===== src/rtl/alu_share_arbiter_if.sv =====
// Bundle of requester, response and shared-ALU signals for alu_share_arbiter.
// The arbiter uses the slave modport; requesters, ALU and benches use master.
interface alu_share_arbiter_if #(
  parameter int WIDTH = 8,
  parameter int SEL_W = 3
);
  logic             req0_valid;
  logic             req0_ready;
  logic [WIDTH-1:0] req0_a;
  logic [WIDTH-1:0] req0_b;
  logic [SEL_W-1:0] req0_sel;
  logic             rsp0_valid;
  logic             rsp0_ready;
  logic [WIDTH-1:0] rsp0_y;
  logic             rsp0_cout;

  logic             req1_valid;
  logic             req1_ready;
  logic [WIDTH-1:0] req1_a;
  logic [WIDTH-1:0] req1_b;
  logic [SEL_W-1:0] req1_sel;
  logic             rsp1_valid;
  logic             rsp1_ready;
  logic [WIDTH-1:0] rsp1_y;
  logic             rsp1_cout;

  logic [WIDTH-1:0] alu_a;
  logic [WIDTH-1:0] alu_b;
  logic [SEL_W-1:0] alu_sel;
  logic [WIDTH-1:0] alu_y;
  logic             alu_cout;

  logic             busy;
  logic             owner;

  modport slave (
    input  req0_valid, req0_a, req0_b, req0_sel, rsp0_ready,
    input  req1_valid, req1_a, req1_b, req1_sel, rsp1_ready,
    input  alu_y, alu_cout,
    output req0_ready, rsp0_valid, rsp0_y, rsp0_cout,
    output req1_ready, rsp1_valid, rsp1_y, rsp1_cout,
    output alu_a, alu_b, alu_sel, busy, owner
  );

  modport master (
    output req0_valid, req0_a, req0_b, req0_sel, rsp0_ready,
    output req1_valid, req1_a, req1_b, req1_sel, rsp1_ready,
    output alu_y, alu_cout,
    input  req0_ready, rsp0_valid, rsp0_y, rsp0_cout,
    input  req1_ready, rsp1_valid, rsp1_y, rsp1_cout,
    input  alu_a, alu_b, alu_sel, busy, owner
  );
endinterface


===== src/rtl/alu_share_arbiter.sv =====
// Round-robin sharing of one combinational ALU between two requesters:
// accept, hold operands ALU_LAT cycles, capture, return on the owner's channel.
module alu_share_arbiter #(
  parameter int WIDTH   = 8,
  parameter int SEL_W   = 3,
  parameter int ALU_LAT = 1
) (
  input logic              clk,
  input logic              rst,
  alu_share_arbiter_if.slave bus
);

  localparam logic [1:0] S_IDLE = 2'd0;
  localparam logic [1:0] S_EXEC = 2'd1;
  localparam logic [1:0] S_RESP = 2'd2;
  localparam logic [2:0] LAST_CNT = 3'(ALU_LAT - 1);

  logic [1:0]       r_state;
  logic             r_last_grant;
  logic             r_owner;
  logic [2:0]       r_cnt;
  logic [WIDTH-1:0] r_alu_a;
  logic [WIDTH-1:0] r_alu_b;
  logic [SEL_W-1:0] r_alu_sel;
  logic [WIDTH-1:0] r_rsp0_y;
  logic [WIDTH-1:0] r_rsp1_y;
  logic             r_rsp0_cout;
  logic             r_rsp1_cout;

  logic w_idle;
  logic w_ready0;
  logic w_ready1;
  logic w_rsp_ready;

  // On a tie the requester that was not granted last wins.
  assign w_idle      = (r_state == S_IDLE);
  assign w_ready0    = w_idle & bus.req0_valid & (~bus.req1_valid | r_last_grant);
  assign w_ready1    = w_idle & bus.req1_valid & (~bus.req0_valid | ~r_last_grant);
  assign w_rsp_ready = r_owner ? bus.rsp1_ready : bus.rsp0_ready;

  always_ff @(posedge clk or posedge rst) begin
    if (rst) begin
      r_state      <= S_IDLE;
      r_last_grant <= 1'b1;
      r_owner      <= 1'b0;
      r_cnt        <= 3'd0;
      r_alu_a      <= '0;
      r_alu_b      <= '0;
      r_alu_sel    <= '0;
      r_rsp0_y     <= '0;
      r_rsp1_y     <= '0;
      r_rsp0_cout  <= 1'b0;
      r_rsp1_cout  <= 1'b0;
    end else begin
      case (r_state)
        S_IDLE: begin
          if (w_ready0 | w_ready1) begin
            r_alu_a      <= w_ready1 ? bus.req1_a   : bus.req0_a;
            r_alu_b      <= w_ready1 ? bus.req1_b   : bus.req0_b;
            r_alu_sel    <= w_ready1 ? bus.req1_sel : bus.req0_sel;
            r_owner      <= w_ready1;
            r_last_grant <= w_ready1;
            r_cnt        <= 3'd0;
            r_state      <= S_EXEC;
          end
        end
        S_EXEC: begin
          r_cnt <= r_cnt + 3'd1;
          if (r_cnt == LAST_CNT) begin
            if (r_owner) begin
              r_rsp1_y    <= bus.alu_y;
              r_rsp1_cout <= bus.alu_cout;
            end else begin
              r_rsp0_y    <= bus.alu_y;
              r_rsp0_cout <= bus.alu_cout;
            end
            r_state <= S_RESP;
          end
        end
        S_RESP: begin
          if (w_rsp_ready) r_state <= S_IDLE;
        end
        default: r_state <= S_IDLE;
      endcase
    end
  end

  assign bus.req0_ready = w_ready0;
  assign bus.req1_ready = w_ready1;
  assign bus.rsp0_valid = (r_state == S_RESP) & ~r_owner;
  assign bus.rsp1_valid = (r_state == S_RESP) & r_owner;
  assign bus.rsp0_y     = r_rsp0_y;
  assign bus.rsp1_y     = r_rsp1_y;
  assign bus.rsp0_cout  = r_rsp0_cout;
  assign bus.rsp1_cout  = r_rsp1_cout;
  assign bus.alu_a      = r_alu_a;
  assign bus.alu_b      = r_alu_b;
  assign bus.alu_sel    = r_alu_sel;
  assign bus.busy       = ~w_idle;
  assign bus.owner      = r_owner;

endmodule


===== src/flat_wrapper.sv =====
// flat-port wrapper written by rule: the top's interface ports become plain ports
module alu_share_arbiter_flat 
#(
  parameter int WIDTH   = 8,
  parameter int SEL_W   = 3,
  parameter int ALU_LAT = 1
)
  (clk, rst, bus_req0_valid, bus_req0_a, bus_req0_b, bus_req0_sel, bus_rsp0_ready, bus_req1_valid, bus_req1_a, bus_req1_b, bus_req1_sel, bus_rsp1_ready, bus_alu_y, bus_alu_cout, bus_req0_ready, bus_rsp0_valid, bus_rsp0_y, bus_rsp0_cout, bus_req1_ready, bus_rsp1_valid, bus_rsp1_y, bus_rsp1_cout, bus_alu_a, bus_alu_b, bus_alu_sel, bus_busy, bus_owner);
  alu_share_arbiter_if #(.WIDTH(WIDTH), .SEL_W(SEL_W)) bus_i ();
  input logic clk;
  input logic rst;
  input wire logic [$bits(bus_i.req0_valid)-1:0] bus_req0_valid;
  input wire logic [$bits(bus_i.req0_a)-1:0] bus_req0_a;
  input wire logic [$bits(bus_i.req0_b)-1:0] bus_req0_b;
  input wire logic [$bits(bus_i.req0_sel)-1:0] bus_req0_sel;
  input wire logic [$bits(bus_i.rsp0_ready)-1:0] bus_rsp0_ready;
  input wire logic [$bits(bus_i.req1_valid)-1:0] bus_req1_valid;
  input wire logic [$bits(bus_i.req1_a)-1:0] bus_req1_a;
  input wire logic [$bits(bus_i.req1_b)-1:0] bus_req1_b;
  input wire logic [$bits(bus_i.req1_sel)-1:0] bus_req1_sel;
  input wire logic [$bits(bus_i.rsp1_ready)-1:0] bus_rsp1_ready;
  input wire logic [$bits(bus_i.alu_y)-1:0] bus_alu_y;
  input wire logic [$bits(bus_i.alu_cout)-1:0] bus_alu_cout;
  output wire logic [$bits(bus_i.req0_ready)-1:0] bus_req0_ready;
  output wire logic [$bits(bus_i.rsp0_valid)-1:0] bus_rsp0_valid;
  output wire logic [$bits(bus_i.rsp0_y)-1:0] bus_rsp0_y;
  output wire logic [$bits(bus_i.rsp0_cout)-1:0] bus_rsp0_cout;
  output wire logic [$bits(bus_i.req1_ready)-1:0] bus_req1_ready;
  output wire logic [$bits(bus_i.rsp1_valid)-1:0] bus_rsp1_valid;
  output wire logic [$bits(bus_i.rsp1_y)-1:0] bus_rsp1_y;
  output wire logic [$bits(bus_i.rsp1_cout)-1:0] bus_rsp1_cout;
  output wire logic [$bits(bus_i.alu_a)-1:0] bus_alu_a;
  output wire logic [$bits(bus_i.alu_b)-1:0] bus_alu_b;
  output wire logic [$bits(bus_i.alu_sel)-1:0] bus_alu_sel;
  output wire logic [$bits(bus_i.busy)-1:0] bus_busy;
  output wire logic [$bits(bus_i.owner)-1:0] bus_owner;
  assign bus_i.req0_valid = bus_req0_valid;
  assign bus_i.req0_a = bus_req0_a;
  assign bus_i.req0_b = bus_req0_b;
  assign bus_i.req0_sel = bus_req0_sel;
  assign bus_i.rsp0_ready = bus_rsp0_ready;
  assign bus_i.req1_valid = bus_req1_valid;
  assign bus_i.req1_a = bus_req1_a;
  assign bus_i.req1_b = bus_req1_b;
  assign bus_i.req1_sel = bus_req1_sel;
  assign bus_i.rsp1_ready = bus_rsp1_ready;
  assign bus_i.alu_y = bus_alu_y;
  assign bus_i.alu_cout = bus_alu_cout;
  assign bus_req0_ready = bus_i.req0_ready;
  assign bus_rsp0_valid = bus_i.rsp0_valid;
  assign bus_rsp0_y = bus_i.rsp0_y;
  assign bus_rsp0_cout = bus_i.rsp0_cout;
  assign bus_req1_ready = bus_i.req1_ready;
  assign bus_rsp1_valid = bus_i.rsp1_valid;
  assign bus_rsp1_y = bus_i.rsp1_y;
  assign bus_rsp1_cout = bus_i.rsp1_cout;
  assign bus_alu_a = bus_i.alu_a;
  assign bus_alu_b = bus_i.alu_b;
  assign bus_alu_sel = bus_i.alu_sel;
  assign bus_busy = bus_i.busy;
  assign bus_owner = bus_i.owner;
  alu_share_arbiter #(.WIDTH(WIDTH), .SEL_W(SEL_W), .ALU_LAT(ALU_LAT)) u_core (.clk(clk), .rst(rst), .bus(bus_i));
endmodule

===== config.mk =====
export PLATFORM = sky130hd
export DESIGN_NAME = alu_share_arbiter_flat
export DESIGN_NICKNAME = d
export VERILOG_FILES = /design/src/rtl/alu_share_arbiter_if.sv /design/src/rtl/alu_share_arbiter.sv /design/src/flat_wrapper.sv
export SDC_FILE = /design/constraint.sdc
export NUM_CORES = 1
export LEC_CHECK = 0
export CORE_MARGIN = 1
export CORE_UTILIZATION = 44
export CTS_CLUSTER_DIAMETER = 120
export CTS_CLUSTER_SIZE = 8
export DETAILED_ROUTE_END_ITERATION = 8
export PLACE_DENSITY = 0.83
export REMOVE_ABC_BUFFERS = 1
export SLEW_MARGIN = 20
export SYNTH_ARGS = -nofsm -noshare
export SYNTH_HDL_FRONTEND = slang
export SYNTH_SLANG_ARGS = --single-unit
export TNS_END_PERCENT = 1

===== constraint.sdc =====
create_clock -name clk -period 4.8 [get_ports clk]
set_input_delay 1.44 -clock clk [delete_from_list [all_inputs] [get_ports clk]]
set_output_delay 1.44 -clock clk [all_outputs]
set_load 0.01 [all_outputs]

==> results.json, run 1 <==
{
  "drive_above_1_share": 0.1368,
  "timing.final.crit_share": 0.9092,
  "yosysWarnings": 0,
  "synth_top_area_cell": "dfrtp_1",
  "initial_core_util": 0.4645,
  "met1_usage": 0.2640,
  "period_needed_ps": 4364,
  "cts_tree": "built",
  "antenna_cells": 0,
  "fin_worst_skew_ps": 2.967,
  "grt_use_met2": 0.3646,
  "first_global_vias": 1845,
  "synth-edff-count": 0,
  "drt_iter0_markers": 96,
  "swShare": 0.3511,
  "post_drt_wl_per_cell_um": 15.27,
  "dp_cells": 329,
  "postCtsHoldBufs": 0,
  "p_total_mw": 1.907,
  "synth.distinct_cells": 30,
  "dr.pass1.iters": 6,
  "rsz0062_at_grt": "false",
  "ir_drop_mv": 0.2831,
  "max_freq_mhz": 229.1,
  "ys.flop_type": "dfrtp_1",
  "synthArstFlopShare": 1.000,
  "synthTopCellsByArea": "dfrtp_1 52%, o311ai_0 7.6%, mux2_4 6.5%",
  "ys_ff_latch": 44,
  "synth_common_cells": "43 x dfrtp_1, 26 x inv_1, 23 x o21ai_0",
  "status": "complete, but fails checks",
  "yosysMostFrequentCell": "dfrtp_1",
  "drt-vias-per-instance": 5.392,
  "drv_cap": 0,
  "grt_pass1_wl_mm": 8.404,
  "final_util": 0.7086,
  "syn2layout_area_growth_pct": 52.55,
  "clock_latency_ps": 290,
  "seq_power_share": 0.358,
  "final_cells": 337,
  "tns_ps": 0,
  "combinationalPowerShare": 0.524,
  "syn-cell-area_sq_mm": 0.002064,
  "antenna_found_initial": 0,
  "grt.busiest_layer": "met2",
  "grt_use_met3": 0.06782,
  "whs_ps": 509.9,
  "slew_headroom": 0.4035,
  "fill_cells": 366,
  "cp-start-kind": "input port",
  "grt_usage": 0.2172,
  "power_switching_mw": 0.6697,
  "yosysSeqAreaShare": 0.5339,
  "clk_pin_slew_ps": 80,
  "grt_max_degree": 45,
  "drv_slew": 0,
  "dpl.hpwl_mm": 3.616,
  "critPathMaxFanout": 4,
  "synth_top_area_frac": 0.5212,
  "cts-resized-gates": 0,
  "clockBufferDepth": 2,
  "worstMarginPinSlew_ps": 893.4,
  "p_clk_frac": 0.118,
  "clock_tree.root_cell": "clkbuf_8",
  "cts_setup_buffers": 0,
  "core_sq_mm": 0.004444,
  "required_ps": 3360,
  "critPathCaptureType": "output pin",
  "ios": 96,
  "dieArea_sq_mm": 0.004970,
  "arrival_ps": 2920,
  "violations": "design-rule violations",
  "cts_buffers": 5,
  "drc": 14,
  "die_h_um": 70.50,
  "synthCells": 190,
  "hp-class": "reg2reg",
  "rows": 24,
  "setup_viol": 0,
  "p_leak_nw": 1.359,
  "numPortBuffers": 95,
  "criticalPathCategory": "in2out",
  "ant_nets": 0,
  "cts_max_level": 2,
  "power_density_mw_per_mm2": 605.7,
  "vias": 1817,
  "die_width_um": 70.50,
  "routed_wl_mm": 5.146,
  "grt.overflow.total": 0,
  "syn_avg_cell_area_sq_um": 10.87,
  "cts.sinks": 44,
  "internal-power_mw": 1.238,
  "nets": 339,
  "finalHoldViolCount": 0,
  "place.gp.congestion": 0.7742
}
==> metal layers <==
metal | up-vias | wire, um
met5 | - | 0
met4 | 0 | 35
met2 | 81 | 2542
met1 | 870 | 2123
met3 | 4 | 445
li1 | 862 | -
==> per-stage QoR <==
step / worst slack [ps] / cell area [sq um]
finish: 435.8 / 3149
global route: 337.5 / 3149
CTS: 408.7 / 3149
detailed placement: 417.2 / 3062
global placement: 433.5 / 3062
floorplan: 164.7 / 2003
==> cell type report <==
| class | instances | area [sq um] | area share |
|---|---|---|---|
| clock buffers | 5 | 68.82 | 0.02185 |
| repair buffers | 100 | 988.4 | 0.3139 |
| multi-input cells | 107 | 808.3 | 0.2567 |
| inverters | 26 | 97.59 | 0.03099 |
| clock inverters | 3 | 18.77 | 0.005959 |
| flip-flops and latches | 44 | 1102 | 0.3500 |
| well taps | 52 | 65.06 | 0.02066 |
==> worst paths after layout <==
path | from | end | slack (ps) | cells after the start
max | bus_req1_valid | bus_req1_ready | 440 | 4
min | u_core.bus.rsp0_y[3] | u_core.bus.rsp0_y[3] | 510 | 1
max reg2reg | u_core.r_cnt[0] | u_core.bus.rsp1_y[3] | 3060 | 5
min reg2reg | u_core.bus.rsp0_y[3] | u_core.bus.rsp0_y[3] | 510 | 1
max in group asynchronous | rst | u_core.bus.alu_a[7] | 2580 | 2
min in group asynchronous | rst | u_core.bus.rsp1_y[4] | 1660 | 2
==> registers in the layout (all words and copies together), names as in the netlist <==
register,cells
u_core.bus.alu_a,8
u_core.bus.alu_b,8
u_core.bus.alu_sel,3
u_core.bus.owner,1
u_core.bus.rsp0_cout,1
u_core.bus.rsp0_y,8
u_core.bus.rsp1_cout,1
u_core.bus.rsp1_y,8
u_core.r_cnt,3
u_core.r_last_grant,1
u_core.r_state,2
==> cells by family after synthesis <==
group,synth area share
compound gates,0.1521
flops,0.5339
buf+inv,0.07697
simple gates,0.1006
mux,0.1200
fa+ha+maj,0.01212
xor+xnor,0.004243
==> critical path, stage by stage <==
cell and delay [ps]:
clkdlybuf4s50_1 520, nor3b_2 200, and2_1 190, clkdlybuf4s50_1 570
==> power by group through the flow <==
stage	Combinational [mW]	Sequential [mW]	Clock, mW
global route	1.08	0.705	0.249
global placement	0.987	0.677	0
floorplan	0.400	0.750	0
CTS	1.01	0.685	0.233
detailed placement	1.01	0.689	0
finish	0.999	0.683	0.225
==> cells in the final DEF (no fill, tap or decap) <==
cell type and n:
a21o_1 1, a21oi_1 1, a31oi_1 1, and2_1 1, buf_4 5, clkbuf_8 5
clkdlybuf4s50_1 95, clkinv_2 2, clkinv_4 1, dfrtp_1 43, dfstp_2 1, ha_1 2
inv_1 25, inv_2 1, mux2_2 10, mux2_4 9, nand2_1 3, nand3_1 19
nand3b_1 1, nand4bb_2 1, nor2_1 6, nor2_2 2, nor2b_1 1, nor3b_2 1
o211ai_1 1, o21ai_0 22, o21ai_1 1, o22ai_1 1, o311ai_0 18, o311ai_1 1
or2_1 1, or2b_1 1, or2b_2 1, xor2_1 1
(Power assumes the default switching activity.)
==> run 2, diff against run 1 <==
--- a/config.mk
+++ b/config.mk
@@ -6,11 +6,12 @@
 export NUM_CORES = 1
 export LEC_CHECK = 0
 export CORE_MARGIN = 1
-export CORE_UTILIZATION = 44
+export CORE_UTILIZATION = 45
 export CTS_CLUSTER_DIAMETER = 120
 export CTS_CLUSTER_SIZE = 8
 export DETAILED_ROUTE_END_ITERATION = 8
-export PLACE_DENSITY = 0.83
+export DONT_BUFFER_PORTS = 1
+export PLACE_DENSITY = 0.58
 export REMOVE_ABC_BUFFERS = 1
 export SLEW_MARGIN = 20
 export SYNTH_ARGS = -nofsm -noshare
==> results.json, run 2 (same netlist as run 1, synthesis figures left out) <==
{
  "status": "complete, no violations",
  "grt_pass1_wl_mm": 7.169,
  "ios": 96,
  "drv_slew": 0,
  "dp_cells": 232,
  "timing.final.crit_share": 0.7619,
  "place.gp.congestion": 0.7577,
  "r2r_setup_slack_ps": 2680,
  "vias": 1456,
  "path_cells": "nand2_1 -> and2_1",
  "nets": 242,
  "worstMarginPinSlew_ps": 751.8,
  "drt-vias-per-instance": 6.067,
  "hp-class": "reg2reg",
  "p_clk_frac": 0.162,
  "grt_usage": 0.1864,
  "antenna_found_initial": 0,
  "required_ps": 3360,
  "dr.pass1.iters": 5,
  "drt_iter0_markers": 44,
  "cts_setup_buffers": 0,
  "antenna_cells": 0,
  "max_stage_delay_ps": 480,
  "clockBufferDepth": 2,
  "cp-start-kind": "input port",
  "drv_cap": 0,
  "core_sq_mm": 0.004384,
  "max_freq_mhz": 273.4,
  "numPortBuffers": 0,
  "power_switching_mw": 0.5975,
  "initial_core_util": 0.4709,
  "r2r_cells": 4,
  "clock_latency_ps": 290,
  "routed_wl_mm": 4.310,
  "internal-power_mw": 0.9363,
  "seq_area_sq_mm": 0.001102,
  "finalHoldViolCount": 0,
  "clock_tree.root_cell": "clkbuf_8",
  "postCtsHoldBufs": 0,
  "slew_headroom": 0.4982,
  "first_global_vias": 1488,
  "seq_power_share": 0.511,
  "path_buf_inv": 0,
  "fin_worst_skew_ps": 8.415,
  "syn2layout_area_growth_pct": 6.667,
  "tns_ps": 0,
  "die_width_um": 69.73,
  "ir_drop_mv": 0.2543,
  "multi_input_area_sq_um": 814.5,
  "swShare": 0.3895,
  "mostFrequentLayoutCells": "43 x dfrtp_1, 25 x inv_1, 22 x o21ai_0, 19 x nand3_1, 18 x o311ai_0",
  "crit_slowest_cell": "nand2_1",
  "drc": 0,
  "cts.sinks": 44,
  "setup_viol": 0,
  "cts_buffers": 5,
  "critPathCaptureType": "output pin",
  "combinationalPowerShare": 0.327,
  "drive_above_1_share": 0.1968,
  "cts_tree": "built",
  "rows": 24,
  "ant_nets": 0,
  "final_cells": 240,
  "whs_path_depth": 2,
  "period_needed_ps": 3657,
  "dieArea_sq_mm": 0.004862,
  "critPathMaxFanout": 20,
  "grt.overflow.total": 0,
  "p_leak_nw": 0.9831,
  "power_density_mw_per_mm2": 696.5,
  "rsz0062_at_grt": "false",
  "grt_max_degree": 45,
  "cp_num_cells": 2,
  "arrival_ps": 2220,
  "cpLargestDelayFamily": "simple AND/OR/NAND/NOR gates",
  "die_h_um": 69.73,
  "clk_pin_slew_ps": 80,
  "cts_max_level": 2,
  "dpl.hpwl_mm": 2.916,
  "post_drt_wl_per_cell_um": 17.96,
  "fill_cells": 396,
  "criticalPathCategory": "in2out",
  "final_common_cell": "dfrtp_1",
  "cts-resized-gates": 0
}
## run 2: changes by cell type in the layout (fill, tap and decap cells not counted), sizes merged
cell	previous run	this run
clkdlybuf4s50	95	0
inv	26	25
clkbuf	5	8
buf	5	3
clkinv	3	1
## run 2: layout make-up
cell class              instances  area share
clock buffers                   8     0.04545
inverters                      26     0.04432
multi-input cells             107      0.3699
repair buffers                  3     0.01023
well taps                      52     0.02955
flip-flops and latches         44      0.5006
## run 2: worst paths after layout
kind / start / end
max: bus_req0_valid / bus_req1_ready
min: u_core.r_last_grant / u_core.r_last_grant
max reg2reg: u_core.r_last_grant / u_core.bus.alu_a[0]
min reg2reg: u_core.r_last_grant / u_core.r_last_grant
max in group asynchronous: rst / u_core.r_last_grant
min in group asynchronous: rst / u_core.bus.rsp0_y[1]
## run 2: worst reg2reg max path, delay by kind of cell (launching register included)
| kind | cells | cell delay [ps] |
|---|---|---|
| AOI/OAI and AO/OA | 1 | 420 |
| buffers and inverters | 1 | 220 |
| DFF | 1 | 560 |
| and+or+nand+nor | 2 | 790 |
## run 2: metal layers
metal / share of wire / GRT usage / up-vias
li1: - / - / 659
met1: 0.42 / 0.2211 / 707
met2: 0.49 / 0.3247 / 80
met3: 0.082 / 0.05523 / 10
met4: 0.012 / 0.05778 / 0
met5: 0 / 0 / -
## run 2: metrics by stage
| step | total power, mW | utilization | instance area [sq um] | worst slack, ps | hold slack [ps] |
|---|---|---|---|---|---|
| after global placement | 1.265 | 0.4780 | 2096 | 1170 | 506.1 |
| final | 1.534 | 0.5023 | 2202 | 1143 | 527.0 |
| after floorplan | 1.151 | - | 2003 | 164.7 | 485.5 |
| after detailed placement | 1.299 | 0.4789 | 2100 | 1159 | 520.1 |
| after global routing | 1.649 | 0.5023 | 2202 | 1087 | 566.7 |
| after CTS | 1.551 | 0.5017 | 2200 | 1149 | 528.3 |
## run 2: power by group through the flow
stage	clock network [mW]	logic (mW)	registers, mW
finish	0.248	0.502	0.784
global route	0.272	0.565	0.813
CTS	0.256	0.507	0.788
detailed placement	0	0.507	0.792
global placement	0	0.476	0.789
floorplan	0	0.400	0.750
